### config.mk
export PLATFORM = sky130hd
export DESIGN_NAME = alu_fault_monitor
export DESIGN_NICKNAME = d
export VERILOG_FILES = /design/src/rtl/alu_mon_pkg.sv /design/src/rtl/alu_mon_wb_regs.sv /design/src/rtl/alu_fault_monitor.sv
export SDC_FILE = /design/constraint.sdc
export NUM_CORES = 1
export LEC_CHECK = 0
export BUFFER_PORTS_ARGS = -buffer_cell sky130_fd_sc_hd__clkbuf_2
export CORE_ASPECT_RATIO = 0.8
export CORE_MARGIN = 5
export CORE_UTILIZATION = 48
export DETAILED_ROUTE_END_ITERATION = 16
export PLACE_DENSITY = 0.79
export SYNTH_ARGS = -nofsm -noshare
export SYNTH_HDL_FRONTEND = slang
export SYNTH_SLANG_ARGS = --single-unit
### constraint.sdc
create_clock -name wb_clk_i -period 1.98 [get_ports wb_clk_i]
set_input_delay 0.099 -clock wb_clk_i [delete_from_list [all_inputs] [get_ports wb_clk_i]]
set_output_delay 0.099 -clock wb_clk_i [all_outputs]
set_load 0.01 [all_outputs]
### src/rtl/alu_mon_pkg.sv
// Shared definitions for the dual-ALU fault monitor: register map, FSM states,
// CTRL reset value and snapshot field layout.
package alu_mon_pkg;

    localparam logic [1:0] ADR_CTRL   = 2'd0;
    localparam logic [1:0] ADR_STATUS = 2'd1;
    localparam logic [1:0] ADR_COUNT  = 2'd2;
    localparam logic [1:0] ADR_SNAP   = 2'd3;

    typedef enum logic [1:0] {
        ST_IDLE    = 2'd0,
        ST_SUSPECT = 2'd1,
        ST_FAULT   = 2'd2
    } state_e;

    // enable=1, irq_en=1, threshold=1
    localparam logic [31:0] CTRL_RST = 32'h0000_0013;

    localparam int SNAP_TS_LSB   = 16;
    localparam int SNAP_ALU1_LSB = 11;
    localparam int SNAP_ALU2_LSB = 7;
    localparam int SNAP_C1_BIT   = 6;
    localparam int SNAP_C2_BIT   = 5;
    localparam int SNAP_CMPX_LSB = 1;
    localparam int SNAP_CMPY_BIT = 0;

    function automatic logic [31:0] pack_snap(
        input logic [15:0] ts,
        input logic [3:0]  alu1,
        input logic [3:0]  alu2,
        input logic        c1,
        input logic        c2,
        input logic [3:0]  cmpx,
        input logic        cmpy
    );
        logic [31:0] s;
        s = '0;
        s[SNAP_TS_LSB +: 16]  = ts;
        s[SNAP_ALU1_LSB +: 4] = alu1;
        s[SNAP_ALU2_LSB +: 4] = alu2;
        s[SNAP_C1_BIT]        = c1;
        s[SNAP_C2_BIT]        = c2;
        s[SNAP_CMPX_LSB +: 4] = cmpx;
        s[SNAP_CMPY_BIT]      = cmpy;
        return s;
    endfunction

endpackage

### src/rtl/alu_mon_wb_regs.sv
// Wishbone slave for the fault monitor: single-cycle ack, CTRL storage,
// registered read mux and the STATUS clear pulse.
module alu_mon_wb_regs
    import alu_mon_pkg::*;
(
    input  logic        clk_i,
    input  logic        rst_i,
    input  logic        stb_i,
    input  logic        cyc_i,
    input  logic        we_i,
    input  logic [1:0]  adr_i,
    input  logic [7:0]  dat_i,
    input  logic [7:0]  status_i,
    input  logic [31:0] count_i,
    input  logic [31:0] snap_i,
    output logic        ack_o,
    output logic [31:0] dat_o,
    output logic        enable_o,
    output logic        irq_en_o,
    output logic [3:0]  threshold_o,
    output logic        clr_o
);

    logic        ack_q;
    logic [31:0] dat_q;
    logic [31:0] rdata;
    logic        enable_q, enable_d;
    logic        irq_en_q, irq_en_d;
    logic [3:0]  thr_q, thr_d;
    logic        req;
    logic        unused_dat;

    // A request is only accepted while ack is low, so held requests complete every other cycle.
    assign req        = stb_i & cyc_i & ~ack_q;
    assign unused_dat = ^dat_i[3:2];

    always_comb begin
        enable_d = enable_q;
        irq_en_d = irq_en_q;
        thr_d    = thr_q;
        rdata    = '0;
        clr_o    = 1'b0;

        case (adr_i)
            ADR_CTRL:   rdata = {24'd0, thr_q, 2'b00, irq_en_q, enable_q};
            ADR_STATUS: rdata = {24'd0, status_i};
            ADR_COUNT:  rdata = count_i;
            default:    rdata = snap_i;
        endcase

        if (req && we_i) begin
            if (adr_i == ADR_CTRL) begin
                enable_d = dat_i[0];
                irq_en_d = dat_i[1];
                thr_d    = dat_i[7:4];
            end else if (adr_i == ADR_STATUS) begin
                clr_o = dat_i[0];
            end
        end
    end

    always_ff @(posedge clk_i) begin
        if (rst_i) begin
            ack_q    <= 1'b0;
            dat_q    <= '0;
            enable_q <= CTRL_RST[0];
            irq_en_q <= CTRL_RST[1];
            thr_q    <= CTRL_RST[7:4];
        end else begin
            ack_q    <= req;
            if (req) begin
                dat_q <= rdata;
            end
            enable_q <= enable_d;
            irq_en_q <= irq_en_d;
            thr_q    <= thr_d;
        end
    end

    assign ack_o       = ack_q;
    assign dat_o       = dat_q;
    assign enable_o    = enable_q;
    assign irq_en_o    = irq_en_q;
    assign threshold_o = thr_q;

endmodule

### src/rtl/alu_fault_monitor.sv
// Redundant-ALU mismatch monitor: run-length fault filter, saturating mismatch
// counter, first-fault snapshot, interrupt and Wishbone register access.
//
// state   | meaning
// IDLE    | no mismatch run in progress
// SUSPECT | consecutive enabled mismatches seen, below threshold
// FAULT   | persistent fault latched until cleared through STATUS
module alu_fault_monitor
    import alu_mon_pkg::*;
#(
    parameter int CNT_W = 16,
    parameter int TS_W  = 16
) (
    input  logic        wb_clk_i,
    input  logic        wb_rst_i,
    input  logic        sample_en,
    input  logic [3:0]  alu_out1,
    input  logic [3:0]  alu_out2,
    input  logic        carry1,
    input  logic        carry2,
    input  logic [3:0]  cmp_x,
    input  logic        cmp_y,
    input  logic        wbs_stb_i,
    input  logic        wbs_cyc_i,
    input  logic        wbs_we_i,
    input  logic [3:0]  wbs_sel_i,
    input  logic [31:0] wbs_adr_i,
    input  logic [31:0] wbs_dat_i,
    output logic        wbs_ack_o,
    output logic [31:0] wbs_dat_o,
    output logic        irq_o
);

    state_e             state_q, state_d;
    logic [3:0]         run_q, run_d;
    logic [CNT_W-1:0]   count_q, count_d;
    logic               ovf_q, ovf_d;
    logic [31:0]        snap_q, snap_d;
    logic [TS_W-1:0]    ts_q;
    logic               irq_q;

    logic               enable, irq_en, clr;
    logic [3:0]         threshold, thr_eff;
    logic               sampled, mm, clean;
    logic [4:0]         run_inc;
    logic [7:0]         status;
    logic [31:0]        snap_now;
    logic               unused_wb;

    assign unused_wb = ^{wbs_sel_i, wbs_adr_i[31:4], wbs_adr_i[1:0], wbs_dat_i[31:8]};

    alu_mon_wb_regs u_regs (
        .clk_i       (wb_clk_i),
        .rst_i       (wb_rst_i),
        .stb_i       (wbs_stb_i),
        .cyc_i       (wbs_cyc_i),
        .we_i        (wbs_we_i),
        .adr_i       (wbs_adr_i[3:2]),
        .dat_i       (wbs_dat_i[7:0]),
        .status_i    (status),
        .count_i     (32'(count_q)),
        .snap_i      (snap_q),
        .ack_o       (wbs_ack_o),
        .dat_o       (wbs_dat_o),
        .enable_o    (enable),
        .irq_en_o    (irq_en),
        .threshold_o (threshold),
        .clr_o       (clr)
    );

    assign thr_eff  = (threshold == 4'd0) ? 4'd1 : threshold;
    assign sampled  = sample_en & enable;
    assign mm       = sampled & ((|cmp_x) | cmp_y);
    assign clean    = sampled & ~((|cmp_x) | cmp_y);
    assign run_inc  = {1'b0, run_q} + 5'd1;
    assign status   = {run_q, ovf_q, (state_q == ST_FAULT), state_q};
    assign snap_now = pack_snap(16'(ts_q), alu_out1, alu_out2, carry1, carry2, cmp_x, cmp_y);

    always_comb begin
        state_d = state_q;
        run_d   = run_q;
        count_d = count_q;
        ovf_d   = ovf_q;
        snap_d  = snap_q;

        case (state_q)
            ST_IDLE: begin
                if (mm) begin
                    run_d = 4'd1;
                    if (thr_eff <= 4'd1) begin
                        state_d = ST_FAULT;
                        snap_d  = snap_now;
                    end else begin
                        state_d = ST_SUSPECT;
                    end
                end
            end
            ST_SUSPECT: begin
                if (mm) begin
                    run_d = run_inc[3:0];
                    // >= so a threshold lowered below the current run trips on the next mismatch
                    if (run_inc >= {1'b0, thr_eff}) begin
                        state_d = ST_FAULT;
                        snap_d  = snap_now;
                    end
                end else if (clean) begin
                    state_d = ST_IDLE;
                    run_d   = 4'd0;
                end
            end
            default: ;
        endcase

        if (mm) begin
            if (&count_q) begin
                ovf_d = 1'b1;
            end else begin
                count_d = count_q + CNT_W'(1);
            end
        end

        if (clr) begin
            state_d = ST_IDLE;
            run_d   = 4'd0;
            count_d = '0;
            ovf_d   = 1'b0;
            snap_d  = '0;
        end
    end

    always_ff @(posedge wb_clk_i) begin
        if (wb_rst_i) begin
            state_q <= ST_IDLE;
            run_q   <= 4'd0;
            count_q <= '0;
            ovf_q   <= 1'b0;
            snap_q  <= '0;
            ts_q    <= '0;
            irq_q   <= 1'b0;
        end else begin
            state_q <= state_d;
            run_q   <= run_d;
            count_q <= count_d;
            ovf_q   <= ovf_d;
            snap_q  <= snap_d;
            ts_q    <= ts_q + TS_W'(1);
            irq_q   <= (state_q == ST_FAULT) & irq_en;
        end
    end

    assign irq_o = irq_q;

endmodule
==> results of run 1 <==
==> worst reg2reg max path: cells and delay by family (launching register included) <==
kind / cells / cell delay [ns]
AOI/OAI and AO/OA: 4 / 0.74
adders and majority gates: 2 / 0.42
and+or+nand+nor: 2 / 0.38
DFF: 1 / 0.35
buffers and inverters: 2 / 0.28
==> worst min path at each step <==
stage                                  to  slack, ns  cells past startpoint
global route              u_regs.irq_en_o      0.007                      2
CTS                 u_regs.threshold_o[2]      0.004                      3
floorplan                 u_regs.enable_o       0.22                      1
detailed placement  u_regs.threshold_o[0]       0.31                      2
global placement    u_regs.threshold_o[0]       0.31                      2
finish              u_regs.threshold_o[2]    -0.0009                      3
==> synthesized netlist by cell type (2+ instances only) <==
cell type / instances
mux4_2: 6
and3_1: 6
or2_2: 3
a21oi_1: 50
o211ai_1: 2
a31oi_1: 4
nor2b_1: 8
a22o_1: 16
nand4_1: 5
clkbuf_1: 20
xor2_1: 8
nand2b_1: 3
inv_1: 7
a22oi_1: 2
nor4_1: 3
nand3_1: 55
or4_1: 3
nor2_1: 40
nand2_1: 37
dfxtp_1: 110
xnor2_1: 15
ha_1: 7
nor3_1: 7
o31ai_1: 2
nor4bb_1: 2
a211o_1: 3
mux2_2: 9
buf_2: 10
and2_1: 3
o21ai_0: 38
a211oi_1: 6
buf_6: 5
mux2i_1: 5
==> cell type report <==
| type | instances | area share [%] |
|---|---|---|
| inverter | 7 | 0.4267 |
| tap | 136 | 2.763 |
| clock buffer | 9 | 3.657 |
| multi-input combinational | 366 | 42.52 |
| sequential | 110 | 35.88 |
| timing repair buffer | 107 | 13.10 |
| clock inverter | 7 | 1.646 |
==> power breakdown <==
part / internal (mW) / total [mW] / switching, mW / leakage (nW)
clock: 1.03 / 1.93 / 0.904 / 0.156
combinational: 0.224 / 0.518 / 0.294 / 1.24
sequential: 2.26 / 2.32 / 0.0545 / 0.894
total: 3.51 / 4.77 / 1.25 / 2.29
==> sequential cells by signal (all words and copies together) (netlist names) <==
| name | count |
|---|---|
| state_q | 2 |
| u_regs.dat_o | 32 |
| u_regs.irq_en_o | 1 |
| irq_o | 1 |
| u_regs.threshold_o | 4 |
| u_regs.ack_o | 1 |
| snap_q | 31 |
| u_regs.enable_o | 1 |
| run_q | 4 |
| ovf_q | 1 |
| count_q | 16 |
| ts_q | 16 |
==> cells by family after synthesis <==
kind of cell / count (synthesis)
AND/OR/NAND/NOR: 186
AO/OA/AOI/OAI: 130
flip-flops: 110
buffers and inverters: 44
XOR/XNOR: 23
multiplexers: 20
adder cells (fa/ha/maj): 7
==> routing by layer <==
layer  vias to the layer above  track usage (%)
met5                         -                0
li1                       2037                -
met4                         0            6.098
met3                        28            6.885
met2                       168            37.06
met1                      2109            29.72
==> what timing repair did <==
action | CTS | global route
gates cloned | 3 | 0
buffers inserted | 5 | 1
resized for setup | 47 | 26
endpoints found under the hold margin | 10 | 0
hold buffers | 10 | 0
pin swaps | 25 | 16
endpoints found under the setup margin | 33 | 34
==> impl_metrics.yaml, run 1 <==
layout:
  final_common_cell: "dfxtp_1"
  final_util_pct: 63.82
  regArea_um2: 2210
  multi_input_area_um2: 2619
  final_area_um2: 6158
  final_cell_mix: "104 x dfxtp_1, 62 x clkbuf_2, 54 x nand3_1"
  final_layout_size_suffix_gt1_share_pct: 32.34
  fill_cells: 764
  final_cells: 742
  final_net_count: 697
  insertedDiodeCount: 0
  areaGrowthSynthToFinish_pct: 30.07
worst_setup_path:
  start_kind: "flip-flop"
  rr_worst_depth: 10
  cp_top_family: "compound AO/OA/AOI/OAI gates"
  crit_buf_inv: 2
  r2r_start: "run_q[0]"
  r2r_slack_ns: -0.26
  critPathLaunch: "run_q[0]"
  cp_max_fo: 5
  worstPathCellList: "ha_4, nor2b_4, or2_4, ha_4, o21ai_4, o2111a_2, buf_6, buf_16, o21ai_2, a21oi_1"
  path_depth: 10
  cp-end-kind: "flip-flop"
  slowest_stage: "dfxtp_2"
  r2r_end: "snap_q[18]"
  path_common_cell: "ha_4"
  worstPathArrival_ns: 2.51
  cp-endpoint: "snap_q[18]"
  critPathMaxStageDelay_ns: 0.35
  cp.required_ns: 2.26
  crit_type: "flip-flop to flip-flop"
pwr:
  powerDensity_nw_per_um2: 773.8
  leakagePower_nw: 2.292
  ir_worst_vdd_v: 0.0004142
  power.total_mw: 4.765
yosys:
  synth_fp_nets: 616
  yosys-top-cells-area: "dfxtp_1 47%, nand3_1 5.8%, a21oi_1 5.3%"
  synth-xor-area-share_pct: 4.255
  synth_fa_ha_area_share_pct: 1.850
  ys_ff_latch: 110
  synth_cells: 520
  synth_top_family_by_area: "simple AND/OR/NAND/NOR gates"
  yosys.area_share.simple_pct: 20.08
  synth.cell_area_um2: 4735
  ys.flop_type: "dfxtp_1"
  synthMuxAreaShare_pct: 6.052
  synth_compound_area_share_pct: 16.62
  async_flop_share_pct: 0
  yosys.area.top_type: "dfxtp_1"
  synth.avg_cell_area_um2: 9.105
  ys_types: 53
  synth_top_area_share_pct: 46.51
  synth_edf_count: 0
  synth_seq_area_share_pct: 46.51
  yosysWarnings: 0
placement:
  dp_cells: 707
  dpl_cell_area_um2: 5290
  numPortBuffers: 62
  hpwl_mm: 8.617
  dp_slack_ns: -0.1703
  place_congestion: 0.8844
drt:
  top_layer: "met4"
  vias: 4342
  avgViaCountPerCell: 5.852
  drc: 0
  antenna_left: 0
  wl_met2_mm: 6.513
  drtIter0Drc: 401
  routed_wl_mm: 13.47
  wl_met1_mm: 5.583
  wl_met3_mm: 1.111
  wl_per_cell_um: 18.15
  drtPass1Iterations: 5
global_route:
  antenna_found_initial: 0
  grt_max_degree: 33
  grt_use_total_pct: 22.83
  grt_pass1_vias: 4275
  gr-total-overflow: 0
  grt_pass1_wl_mm: 21.72
timing:
  slew_headroom_pct: 35.88
  hold_viol_final: 1
  layout_min_cycle_time_ns: 2.237
  maxSlewViolCount: 0
  post-route-period-util_pct: 113.0
  setup_ws_ns: -0.2574
  hold_slack_ns: -0.0009366
  max_freq_ghz: 0.4469
  rsz0062_at_grt: "yes"
  fin_tns_setup_ns: -6.473
  worst-slew-pin-transition_ns: 0.9582
  setup_viol: 33
  skew_ns: 0.006187
outcome:
  status: "complete, but fails checks"
  violations: "negative hold slack, negative setup slack"
die:
  core_area_um2: 9649
  fp.dieH_um: 98.83
  io_pins: 123
  rows: 32
  die_w_um: 121.0
  die_area_um2: 11960
  start_util_pct: 49.07
clocking:
  cts.sinks: 110
  path_clk_slew_ns: 0.08
  numCtsBuffers: 9
  cts_max_level: 3
  clockRootBuffer: "clkbuf_16"
  cts_tree: "done"
  cts.path.max_buffers: 2
  insertion_delay_ns: 0.35
run:
  maxCapViolCount: 0
min_path:
  hp-class: "primary input to flip-flop"
  hold_start: "wbs_dat_i[6]"
Note: power is estimated with default switching activity, not from simulation.
==> run 2, diff against run 1 <==
SYNTH_HIERARCHICAL = 1   (was default)
==> impl_metrics.yaml, run 2 <==
worst_setup_path:
  start_kind: "flip-flop"
  r2r_slack_ns: -0.16
  critPathLaunch: "u_regs/threshold_o[2]"
  worstPathArrival_ns: 2.38
  r2r_start: "u_regs/threshold_o[2]"
  cp-end-kind: "flip-flop"
  cp.required_ns: 2.22
  cp_max_fo: 24
  rr_worst_depth: 10
  crit_type: "flip-flop to flip-flop"
yosys:
  synth-xor-area-share_pct: 2.759
  async_flop_share_pct: 0
  synth.cell_area_um2: 5080
  yosysWarnings: 6
  synth_common_cells: "110 x dfxtp_1, 78 x a21oi_1, 73 x nand3_1, 53 x nand2_1, 37 x o21ai_0"
  synth_edf_count: 0
  ys_types: 58
  synth_cells: 582
  synthMuxAreaShare_pct: 9.286
  synth_fa_ha_area_share_pct: 1.724
  synth_top_area_share_pct: 43.35
  synth_top_family_by_area: "simple AND/OR/NAND/NOR gates"
  ys_ff_latch: 110
  yosys.area_share.simple_pct: 21.11
  synth_compound_area_share_pct: 16.58
  yosys-top-cells-area: "dfxtp_1 43%, a21oi_1 7.7%, nand3_1 7.2%"
  synth_seq_area_share_pct: 43.35
  synth.avg_cell_area_um2: 8.728
  yosysMostFrequentCell: "dfxtp_1"
  ys.flop_type: "dfxtp_1"
  yosys.area.top_type: "dfxtp_1"
layout:
  final_area_um2: 6336
  largest_reg_flops: 32
  areaGrowthSynthToFinish_pct: 24.73
  final_util_pct: 61.63
  regArea_um2: 2208
  fill_cells: 840
  insertedDiodeCount: 0
  final_common_cell: "dfxtp_1"
  final_cells: 817
  final_layout_size_suffix_gt1_share_pct: 28.36
  final_net_count: 768
  final_cell_mix: "105 x dfxtp_1, 75 x a21oi_1, 62 x clkbuf_2"
  multi_input_area_um2: 2872
pwr:
  pwr-share-clk_pct: 37.7
  leakagePower_nw: 2.344
  combPwrFrac_pct: 11.5
  intPower_mw: 3.361
  p_sw_share_pct: 26.07
  power_switching_mw: 1.185
  sequentialPowerShare_pct: 50.7
  ir_worst_vdd_v: 0.0004425
  powerDensity_nw_per_um2: 717.6
drt:
  wl_per_cell_um: 16.98
  vias: 4693
  antenna_left: 0
  drtPass1Iterations: 5
  drc: 0
  drtIter0Drc: 333
  routed_wl_mm: 13.87
  avgViaCountPerCell: 5.744
global_route:
  busiest_layer: "met2"
  antenna_found_initial: 0
  gr-total-overflow: 0
  met1_usage_pct: 29.10
  use_met3_pct: 4.807
  grt_util_met2_pct: 36.18
  grt_use_total_pct: 22.06
  grt_pass1_vias: 4687
  grt_pass1_wl_mm: 23.22
  grt_max_degree: 37
timing:
  post-route-period-util_pct: 108.2
  slew_headroom_pct: 46.91
  layout_min_cycle_time_ns: 2.143
  setup_ws_ns: -0.1631
  worst-slew-pin-transition_ns: 0.7910
  max_freq_ghz: 0.4666
  fin_tns_setup_ns: -3.898
  setup_viol: 33
  maxSlewViolCount: 0
  rsz0062_at_grt: "yes"
  hold_viol_final: 0
  skew_ns: 0.01001
clocking:
  insertion_delay_ns: 0.35
  clockRootBuffer: "clkbuf_16"
  cts_tree: "done"
  numCtsBuffers: 9
  cts.sinks: 110
  cts_max_level: 3
  cts.path.max_buffers: 2
  path_clk_slew_ns: 0.07
die:
  start_util_pct: 49.41
  die_w_um: 125.0
  fp.dieH_um: 102.0
  die_area_um2: 12750
  io_pins: 123
  rows: 33
  core_area_um2: 10280
placement:
  dpl_cell_area_um2: 5693
  dp_cells: 784
  numPortBuffers: 62
  hpwl_mm: 8.949
  place_congestion: 0.8531
min_path:
  whs_path_depth: 3
  hp-class: "primary input to flip-flop"
  hold_start: "alu_out2[1]"
outcome:
  status: "complete, but fails checks"
  violations: "negative setup slack"
run:
  maxCapViolCount: 0
[run 2: changes by cell type after synthesis, sizes merged, moves of 4 or more]
cell / change
inv: +4
nor2b: -5
nor2: -9
nand2: +16
xor2: -5
mux2: +17
a22o: -16
or3: +5
a21oi: +28
a31oi: -4
o21ai: +7
nand3: +18
a211oi: -4
[run 2: cells by family (layout without fill, tap and decap cells)]
logic type,after synthesis,in the layout
fa+ha+maj,7,7
mux,36,36
simple gates,211,211
xor+xnor,16,16
flops,110,110
other cells,1,17
compound gates,148,148
buf+inv,53,132
[run 2: path summary, 6_finish.rpt]
check	to
setup / recovery	snap_q[17]
hold / removal	snap_q[8]
setup reg to reg	snap_q[17]
hold reg to reg	u_regs/dat_o[25]
[run 2: what timing repair did]
action / 4_1_cts / 5_1_grt
setup buffers: 5 / 1
hold buffers: 11 / 0
hold endpoints to repair: 11 / 0
setup endpoints to repair: 33 / 36
resized for setup: 31 / 35
cloned: 2 / 0
pin swaps: 10 / 14
[run 2: power groups by stage]
stage	Sequential (mW)	Combinational (mW)	Clock, mW
2_1_floorplan	2.35	0.300	0
3_3_place_gp	2.35	0.437	0
3_5_place_dp	2.35	0.452	0
4_1_cts	2.30	0.499	1.74
5_1_grt	2.31	0.568	1.83
6_report	2.31	0.525	1.71
[run 2: per-stage QoR]
stage                     setup WS (ns)  hold WS [ns]  power, mW
after floorplan                -0.01123        0.2467      2.654
after global placement         -0.09320        0.3446      2.787
after global routing            -0.2560       0.01956      4.712
final                           -0.1631      0.006333      4.547
after CTS                       -0.1343      0.002044      4.541
after detailed placement        -0.1531        0.3475      2.806
[run 2: critical path: stages (launching register included)]
cell and delay (ns):
dfxtp_2 0.34, nor3_4 0.21, or2_4 0.16, ha_4 0.18, nand2b_4 0.14, a211oi_4 0.25
buf_4 0.16, o2111ai_4 0.17, buf_12 0.24, nand3_1 0.11, a21oi_1 0.07
[run 2: final cells by class]
class	count	area share [%]
flip-flops and latches	110	34.85
inverters	11	0.6517
repair buffers	105	11.99
multi-input cells	435	45.32
well taps	140	2.765
clock buffers	9	3.555
clock inverters	7	0.8689
[run 2: metal layers]
metal | routed length, um | part of all wire (%)
met1 | 6138 | 44
met2 | 6426 | 46
met3 | 1079 | 7.8
met4 | 226 | 1.6
met5 | 0 | 0
